$ cat config.mk
export PLATFORM = sky130hd
export DESIGN_NAME = seg7_score_scanner_flat
export DESIGN_NICKNAME = d
export VERILOG_FILES = /design/src/rtl/seg7_pkg.sv /design/src/rtl/seg7_if.sv /design/src/rtl/bin2bcd_seq.sv /design/src/rtl/seg7_score_scanner.sv /design/src/flat_wrapper.sv
export SDC_FILE = /design/constraint.sdc
export NUM_CORES = 1
export LEC_CHECK = 0
export CAP_MARGIN = 10
export CORE_MARGIN = 2
export CORE_UTILIZATION = 35
export DETAILED_ROUTE_END_ITERATION = 6
export SYNTH_ARGS = -nofsm -noshare
export SYNTH_HDL_FRONTEND = slang
export SYNTH_SLANG_ARGS = --single-unit
$ cat constraint.sdc
create_clock -name clk -period 4.1 [get_ports clk]
set_input_delay 1.025 -clock clk [delete_from_list [all_inputs] [get_ports clk]]
set_output_delay 1.025 -clock clk [all_outputs]
set_load 0.05 [all_outputs]
$ cat src/rtl/seg7_pkg.sv
// Shared types, glyph table and BCD helpers for the
// seven-segment score scanner.
package seg7_pkg;

    typedef enum logic [1:0] {
        IDLE,
        LOAD,
        SHIFT,
        COMMIT
    } state_t;

    // Active-low cathodes, bit order a..g from bit 6 to bit 0
    localparam logic [6:0] SEG_0     = 7'b0000001;
    localparam logic [6:0] SEG_1     = 7'b1001111;
    localparam logic [6:0] SEG_2     = 7'b0010010;
    localparam logic [6:0] SEG_3     = 7'b0000110;
    localparam logic [6:0] SEG_4     = 7'b1001100;
    localparam logic [6:0] SEG_5     = 7'b0100100;
    localparam logic [6:0] SEG_6     = 7'b0100000;
    localparam logic [6:0] SEG_7     = 7'b0001111;
    localparam logic [6:0] SEG_8     = 7'b0000000;
    localparam logic [6:0] SEG_9     = 7'b0000100;
    localparam logic [6:0] SEG_BLANK = 7'b1111111;

    localparam logic [15:0] MAX_DISPLAY = 16'd9999;
    localparam int          ITER        = 16;

    function automatic logic [15:0] add3(input logic [15:0] b);
        logic [15:0] r;
        r = b;
        for (int i = 0; i < 4; i++) begin
            if (b[i*4 +: 4] >= 4'd5)
                r[i*4 +: 4] = b[i*4 +: 4] + 4'd3;
        end
        return r;
    endfunction

    function automatic logic [6:0] glyph(input logic [3:0] d);
        logic [6:0] g;
        case (d)
            4'd0:    g = SEG_0;
            4'd1:    g = SEG_1;
            4'd2:    g = SEG_2;
            4'd3:    g = SEG_3;
            4'd4:    g = SEG_4;
            4'd5:    g = SEG_5;
            4'd6:    g = SEG_6;
            4'd7:    g = SEG_7;
            4'd8:    g = SEG_8;
            4'd9:    g = SEG_9;
            default: g = SEG_BLANK;
        endcase
        return g;
    endfunction

endpackage

$ cat src/rtl/seg7_if.sv
// Score in, display pins and status out.
// master = score producer, slave = scanner.
interface seg7_if;
    import seg7_pkg::*;

    logic [15:0] score;
    logic [3:0]  an;
    logic [6:0]  seg;
    logic        dp;
    logic        ovf;
    logic        busy;

    modport master (
        output score,
        input  an, seg, dp, ovf, busy
    );

    modport slave (
        input  score,
        output an, seg, dp, ovf, busy
    );

endinterface

$ cat src/rtl/bin2bcd_seq.sv
// Sequential double-dabble converter: one LOAD cycle,
// ITER shift cycles, one COMMIT cycle flagged by done.
module bin2bcd_seq
    import seg7_pkg::*;
(
    input  logic        clk,
    input  logic        rst,
    input  logic        start,
    input  logic [15:0] value,
    output logic        load,
    output logic        done,
    output logic        busy,
    output logic [15:0] bcd,
    output logic        ovf
);

    state_t      state;
    state_t      state_nx;
    logic [15:0] bin;
    logic [4:0]  iter;
    logic [31:0] shifted;
    logic        sat;

    always_ff @(posedge clk or posedge rst) begin
        if (rst)
            state <= IDLE;
        else
            state <= state_nx;
    end

    always_comb begin
        state_nx = state;
        load     = 1'b0;
        done     = 1'b0;
        busy     = 1'b1;
        unique case (state)
            IDLE: begin
                busy = 1'b0;
                if (start)
                    state_nx = LOAD;
            end
            LOAD: begin
                load     = 1'b1;
                state_nx = SHIFT;
            end
            SHIFT: begin
                if (iter == 5'(ITER - 1))
                    state_nx = COMMIT;
            end
            COMMIT: begin
                done     = 1'b1;
                state_nx = IDLE;
            end
            default: state_nx = IDLE;
        endcase
    end

    assign sat     = value > MAX_DISPLAY;
    // Correct the nibbles before the shift, never after
    assign shifted = {add3(bcd), bin} << 1;

    always_ff @(posedge clk or posedge rst) begin
        if (rst) begin
            bin  <= '0;
            bcd  <= '0;
            iter <= '0;
            ovf  <= 1'b0;
        end else if (load) begin
            bin  <= sat ? MAX_DISPLAY : value;
            bcd  <= '0;
            iter <= '0;
            ovf  <= sat;
        end else if (state == SHIFT) begin
            bcd  <= shifted[31:16];
            bin  <= shifted[15:0];
            iter <= iter + 5'd1;
        end
    end

endmodule

$ cat src/rtl/seg7_score_scanner.sv
// Score change detection, display registers and
// multiplexed common-anode digit scan.
module seg7_score_scanner
    import seg7_pkg::*;
#(
    parameter int REFRESH_BITS  = 18,
    parameter bit BLANK_LEADING = 1'b1
) (
    input logic   clk,
    input logic   reset,
    seg7_if.slave bus
);

    logic [15:0]             last_score;
    logic [15:0]             disp;
    logic                    disp_ovf;
    logic [REFRESH_BITS-1:0] cnt;
    logic [1:0]              sel;
    logic [3:0]              nib;
    logic                    blank;
    logic [3:0]              an_q;
    logic [3:0]              an_nx;
    logic [6:0]              seg_q;
    logic [6:0]              seg_nx;

    logic        start;
    logic        load;
    logic        done;
    logic        busy;
    logic        pend_ovf;
    logic [15:0] bcd;

    assign start = bus.score != last_score;

    bin2bcd_seq u_conv (
        .clk   (clk),
        .rst   (reset),
        .start (start),
        .value (bus.score),
        .load  (load),
        .done  (done),
        .busy  (busy),
        .bcd   (bcd),
        .ovf   (pend_ovf)
    );

    // Digits and overflow flag change together, only on done
    always_ff @(posedge clk or posedge reset) begin
        if (reset) begin
            last_score <= '0;
            disp       <= '0;
            disp_ovf   <= 1'b0;
        end else begin
            if (load)
                last_score <= bus.score;
            if (done) begin
                disp     <= bcd;
                disp_ovf <= pend_ovf;
            end
        end
    end

    always_ff @(posedge clk or posedge reset) begin
        if (reset)
            cnt <= '0;
        else
            cnt <= cnt + REFRESH_BITS'(1);
    end

    assign sel = cnt[REFRESH_BITS-1 -: 2];

    always_comb begin
        nib   = disp[{sel, 2'b00} +: 4];
        blank = 1'b0;
        if (BLANK_LEADING) begin
            unique case (sel)
                2'd3:    blank = disp[15:12] == 4'd0;
                2'd2:    blank = disp[15:8] == 8'd0;
                2'd1:    blank = disp[15:4] == 12'd0;
                default: blank = 1'b0;
            endcase
        end
        an_nx  = ~(4'b0001 << sel);
        seg_nx = blank ? SEG_BLANK : glyph(nib);
    end

    // Anode and cathode registered together to avoid ghosting
    always_ff @(posedge clk or posedge reset) begin
        if (reset) begin
            an_q  <= 4'b1110;
            seg_q <= SEG_0;
        end else begin
            an_q  <= an_nx;
            seg_q <= seg_nx;
        end
    end

    assign bus.an   = an_q;
    assign bus.seg  = seg_q;
    assign bus.dp   = 1'b1;
    assign bus.ovf  = disp_ovf;
    assign bus.busy = busy;

endmodule

$ cat src/flat_wrapper.sv
// flat-port wrapper written by rule: the top's interface ports become plain ports
module seg7_score_scanner_flat import seg7_pkg::*;
#(
    parameter int REFRESH_BITS  = 18,
    parameter bit BLANK_LEADING = 1'b1
)
  (clk, reset, bus_score, bus_an, bus_seg, bus_dp, bus_ovf, bus_busy);
  seg7_if bus_i ();
  input logic clk;
  input logic reset;
  input wire logic [$bits(bus_i.score)-1:0] bus_score;
  output wire logic [$bits(bus_i.an)-1:0] bus_an;
  output wire logic [$bits(bus_i.seg)-1:0] bus_seg;
  output wire logic [$bits(bus_i.dp)-1:0] bus_dp;
  output wire logic [$bits(bus_i.ovf)-1:0] bus_ovf;
  output wire logic [$bits(bus_i.busy)-1:0] bus_busy;
  assign bus_i.score = bus_score;
  assign bus_an = bus_i.an;
  assign bus_seg = bus_i.seg;
  assign bus_dp = bus_i.dp;
  assign bus_ovf = bus_i.ovf;
  assign bus_busy = bus_i.busy;
  seg7_score_scanner #(.REFRESH_BITS(REFRESH_BITS), .BLANK_LEADING(BLANK_LEADING)) u_core (.clk(clk), .reset(reset), .bus(bus_i));
endmodule
==> summary.txt <==
Job
  – Max Cap Violations: 0

Clocking
  – Cts hold-fix bufs: 0
  – CTS H-tree depth: 3
  – CTS tree: yes
  – Worst-Skew Late Latency: 0.35 ns
  – Sink Count: 102
  – # resized after CTS: 0
  – Clk slew on worst S/H paths: 0.06 ns
  – Clk root buf: clkbuf_16
  – Post-CTS setup buffer count: 0
  – Num CTS Buffers: 9
  – Deepest clock path buffer count: 2

Floorplanning
  – Die Area: 14,900 µm²
  – # IOs: 32
  – Core area: 13,800 µm²
  – Die W: 122 µm
  – Die Y: 122 µm
  – Number of cell rows: 43
  – Starting Density: 0.355

Yosys
  – Area share of the largest cell type after synthesis: 0.502
  – Sequential fraction of the synthesis area: 0.523
  – Synthesized area per cell: 11.2 µm²
  – Mux cell area share after synthesis: 0.115
  – Distinct cell type count after synthesis: 43
  – Number of synthesized flops with an enable pin: 0
  – Largest family of logic cells by synthesized area: multiplexers
  – Top-count cell post-synth: dfrtp_1
  – Compound-Gate Fraction of Synth Area: 0.102
  – Post-synth top cells: dfrtp_1, inv_1, mux2_2
  – Cell accounting for the most synthesized area: dfrtp_1
  – Xor/xnor cell area share of the yosys netlist: 0.0663
  – Synthesized instance count: 436
  – Post-Syn Nets: 475
  – Post-synthesis adder-cell area fraction: 0.0537
  – Main synth FF type: dfrtp_1
  – Cell Area, Synth: 4890 µm²
  – Yosys warns: 0
  – Synth Area in Simple Gates: 0.0914
  – Largest cells by area after synthesis: dfrtp_1, mux2_2, xnor2_1
  – Seq cells post-synth: 102
  – Fraction of registers with async set/reset: 1.00

Setup path
  – Kind of critical path: reg -> out
  – Startpoint types: register
  – R2R Path Start: u_core.u_conv.state[1]$_DFFE_PP0P_
  – CP Max Fanout: 4
  – Reg-to-Reg End: u_core.u_conv.bcd[9]$_DFFE_PP0P_
  – R2R cell count: 4
  – CP Data Arrival Time: 1.94 ns
  – Reg2Reg Setup Slack: 1.81 ns
  – Required @ worst endpoint: 3.07 ns
  – Crit end category: primary output

Drt
  – Number of remaining DRC errors: 0
  – 1st-pass router iterations: 4
  – Wirelength, routed: 9.11 mm
  – Routed WL per cell: 14.1 µm
  – Routed vias/inst: 5.01
  – Post-route ant nets: 0
  – Initial DRC Count: 161
  – Vias post-DR: 3,239

Power and ir drop
  – Net Sw Power: 1590 µW
  – Logic pwr share: 0.422
  – Pint: 2610 µW
  – Worst vdd rail ir drop: 0.000309 V
  – Clock network power share: 0.193
  – Reg power frac: 0.385
  – Switching Share: 0.379
  – Pwr dens: 742 nW/µm²
  – Leakage: 0.00243 µW

Worst hold path
  – Hold EP: u_core.cnt[15]$_DFF_PP0_
  – Min-delay src: u_core.cnt[15]$_DFF_PP0_
  – Worst hold path type: reg -> reg
  – Hold path depth: 1

STA
  – Hold Violations, Final: 0
  – RSZ-0062 raised after global routing: no
  – Final Critical Period: 2.96 ns
  – Slew Limit Headroom: 0.394
  – Max Freq: 338 MHz
  – Fin. max-slew vios: 0
  – Final setup viols: 0
  – Worst Skew: 0.00506 ns
  – Final setup TNS: 0 ns
  – Worst-Margin Slew: 0.909 ns
  – Final Cycle Share: 0.722

Global route
  – Number of global-route vias before repair: 3,309
  – GR Overflow Total: 0
  – Total GRT Usage: 0.136
  – Largest net degree at the start of global routing: 73
  – Antenna violations before repair: 0
  – Global-route wire length before repair: 15.9 mm

Run status
  – Status: finished, final reports clean

Cells and area
  – Inserted Diodes: 0
  – Final Non-Filler Cells: 647
  – # nets final: 501
  – Fraction of layout cells with a size suffix above 1: 0.143
  – Layout area overhead: 15.7%

Place
  – RePlAce Congestion: 0.783
  – Cells after DPL: 631
  – Post-DP HPWL: 6.18 mm
  – PortBufs: 30
-- registers in the layout, summed over array words and instances (netlist names) --
register,cells
u_core.cnt,18
u_core.disp,16
u_core.last_score,16
u_core.u_conv.bcd,16
u_core.u_conv.bin,16
u_core.bus.seg,7
u_core.u_conv.iter,5
u_core.bus.an,4
u_core.u_conv.state,2
u_core.bus.ovf,1
u_core.u_conv.ovf,1
-- worst max-delay path, stage by stage, from the launching register on --
cell             delay, ns
dfrtp_1               0.40
inv_1                 0.08
ha_1                  0.23
inv_1                 0.06
clkdlybuf4s50_1       0.81
-- through the flow --
step | cell area (µm²) | util | total power (µW) | setup slack (ns) | hold slack, ns
6_report | 5660 | 0.411 | 4200 | 1.14 | 0.470
5_1_grt | 5660 | 0.411 | 4540 | 1.07 | 0.489
4_1_cts | 5660 | 0.411 | 4250 | 1.11 | 0.472
3_5_place_dp | 5380 | 0.390 | 3420 | 0.992 | 0.458
3_3_place_gp | 5380 | 0.390 | 3350 | 1.09 | 0.452
2_1_floorplan | 4890 | - | 3000 | 0.406 | 0.437
-- cell families after synthesis --
logic type | after synthesis
adder cells (fa/ha/maj) | 21
other | 1
AND/OR/NAND/NOR | 87
AO/OA/AOI/OAI | 79
buffers and inverters | 60
XOR/XNOR | 37
flip-flops | 102
multiplexers | 49
-- cell type report --
class / instances / area (µm²)
clock buffers: 14 / 264
multi-input cells: 274 / 2100
repair buffers: 33 / 335
clock inverters: 2 / 16.3
inverters: 42 / 160
flip-flops and latches: 102 / 2560
well taps: 180 / 225
fillers: 1377 / 8120
-- cell usage in the layout, fill, tap and decap left out, types with 2 or more instances in the layout --
cell / count
dfrtp_1: 98
inv_1: 41
mux2_2: 38
xnor2_1: 34
clkdlybuf4s50_1: 30
nor2_1: 23
o22ai_1: 21
ha_1: 21
a21oi_1: 19
o21ai_0: 18
nand3_1: 15
nand2_1: 13
nand2b_1: 9
mux2i_1: 9
clkbuf_16: 9
nand4_1: 7
o221ai_1: 7
nor2b_1: 4
o31a_1: 4
dfstp_2: 4
nor4_1: 3
or2_2: 3
xor2_1: 3
clkbuf_1: 3
and3_1: 2
and4_1: 2
mux4_2: 2
o21a_1: 2
a31oi_1: 2
clkbuf_8: 2
buf_4: 2
-- power by group through the flow --
stage	clock network (µW)	registers, µW	logic [µW]
2_1_floorplan	0	1670	1330
3_3_place_gp	0	1620	1730
3_5_place_dp	0	1630	1790
4_1_cts	839	1620	1790
5_1_grt	878	1660	2000
6_report	808	1620	1770
-- layer usage --
layer	vias up	global-route usage	share of wire
li1	1562	-	-
met1	1601	0.171	0.47
met2	57	0.225	0.48
met3	19	0.0356	0.038
met4	0	0.0532	0.019
met5	-	0	0
-- worst max-delay path by stage --
stage / from / endpoint / slack (ns) / cells past startpoint
after floorplan: reset / u_core.bus.an[0]$_DFF_PP0_ / 0.41 / 1
after global placement: bus_score[4] / u_core.u_conv.bin[13]$_DFFE_PP0P_ / 1.09 / 6
after detailed placement: bus_score[4] / u_core.u_conv.bin[8]$_DFFE_PP0P_ / 0.99 / 6
after CTS: u_core.u_conv.state[0]$_DFFE_PP0P_ / bus_busy / 1.11 / 4
after global routing: u_core.u_conv.state[0]$_DFFE_PP0P_ / bus_busy / 1.07 / 4
final: u_core.u_conv.state[0]$_DFFE_PP0P_ / bus_busy / 1.14 / 4
Note: power is estimated with default switching activity, not from simulation.
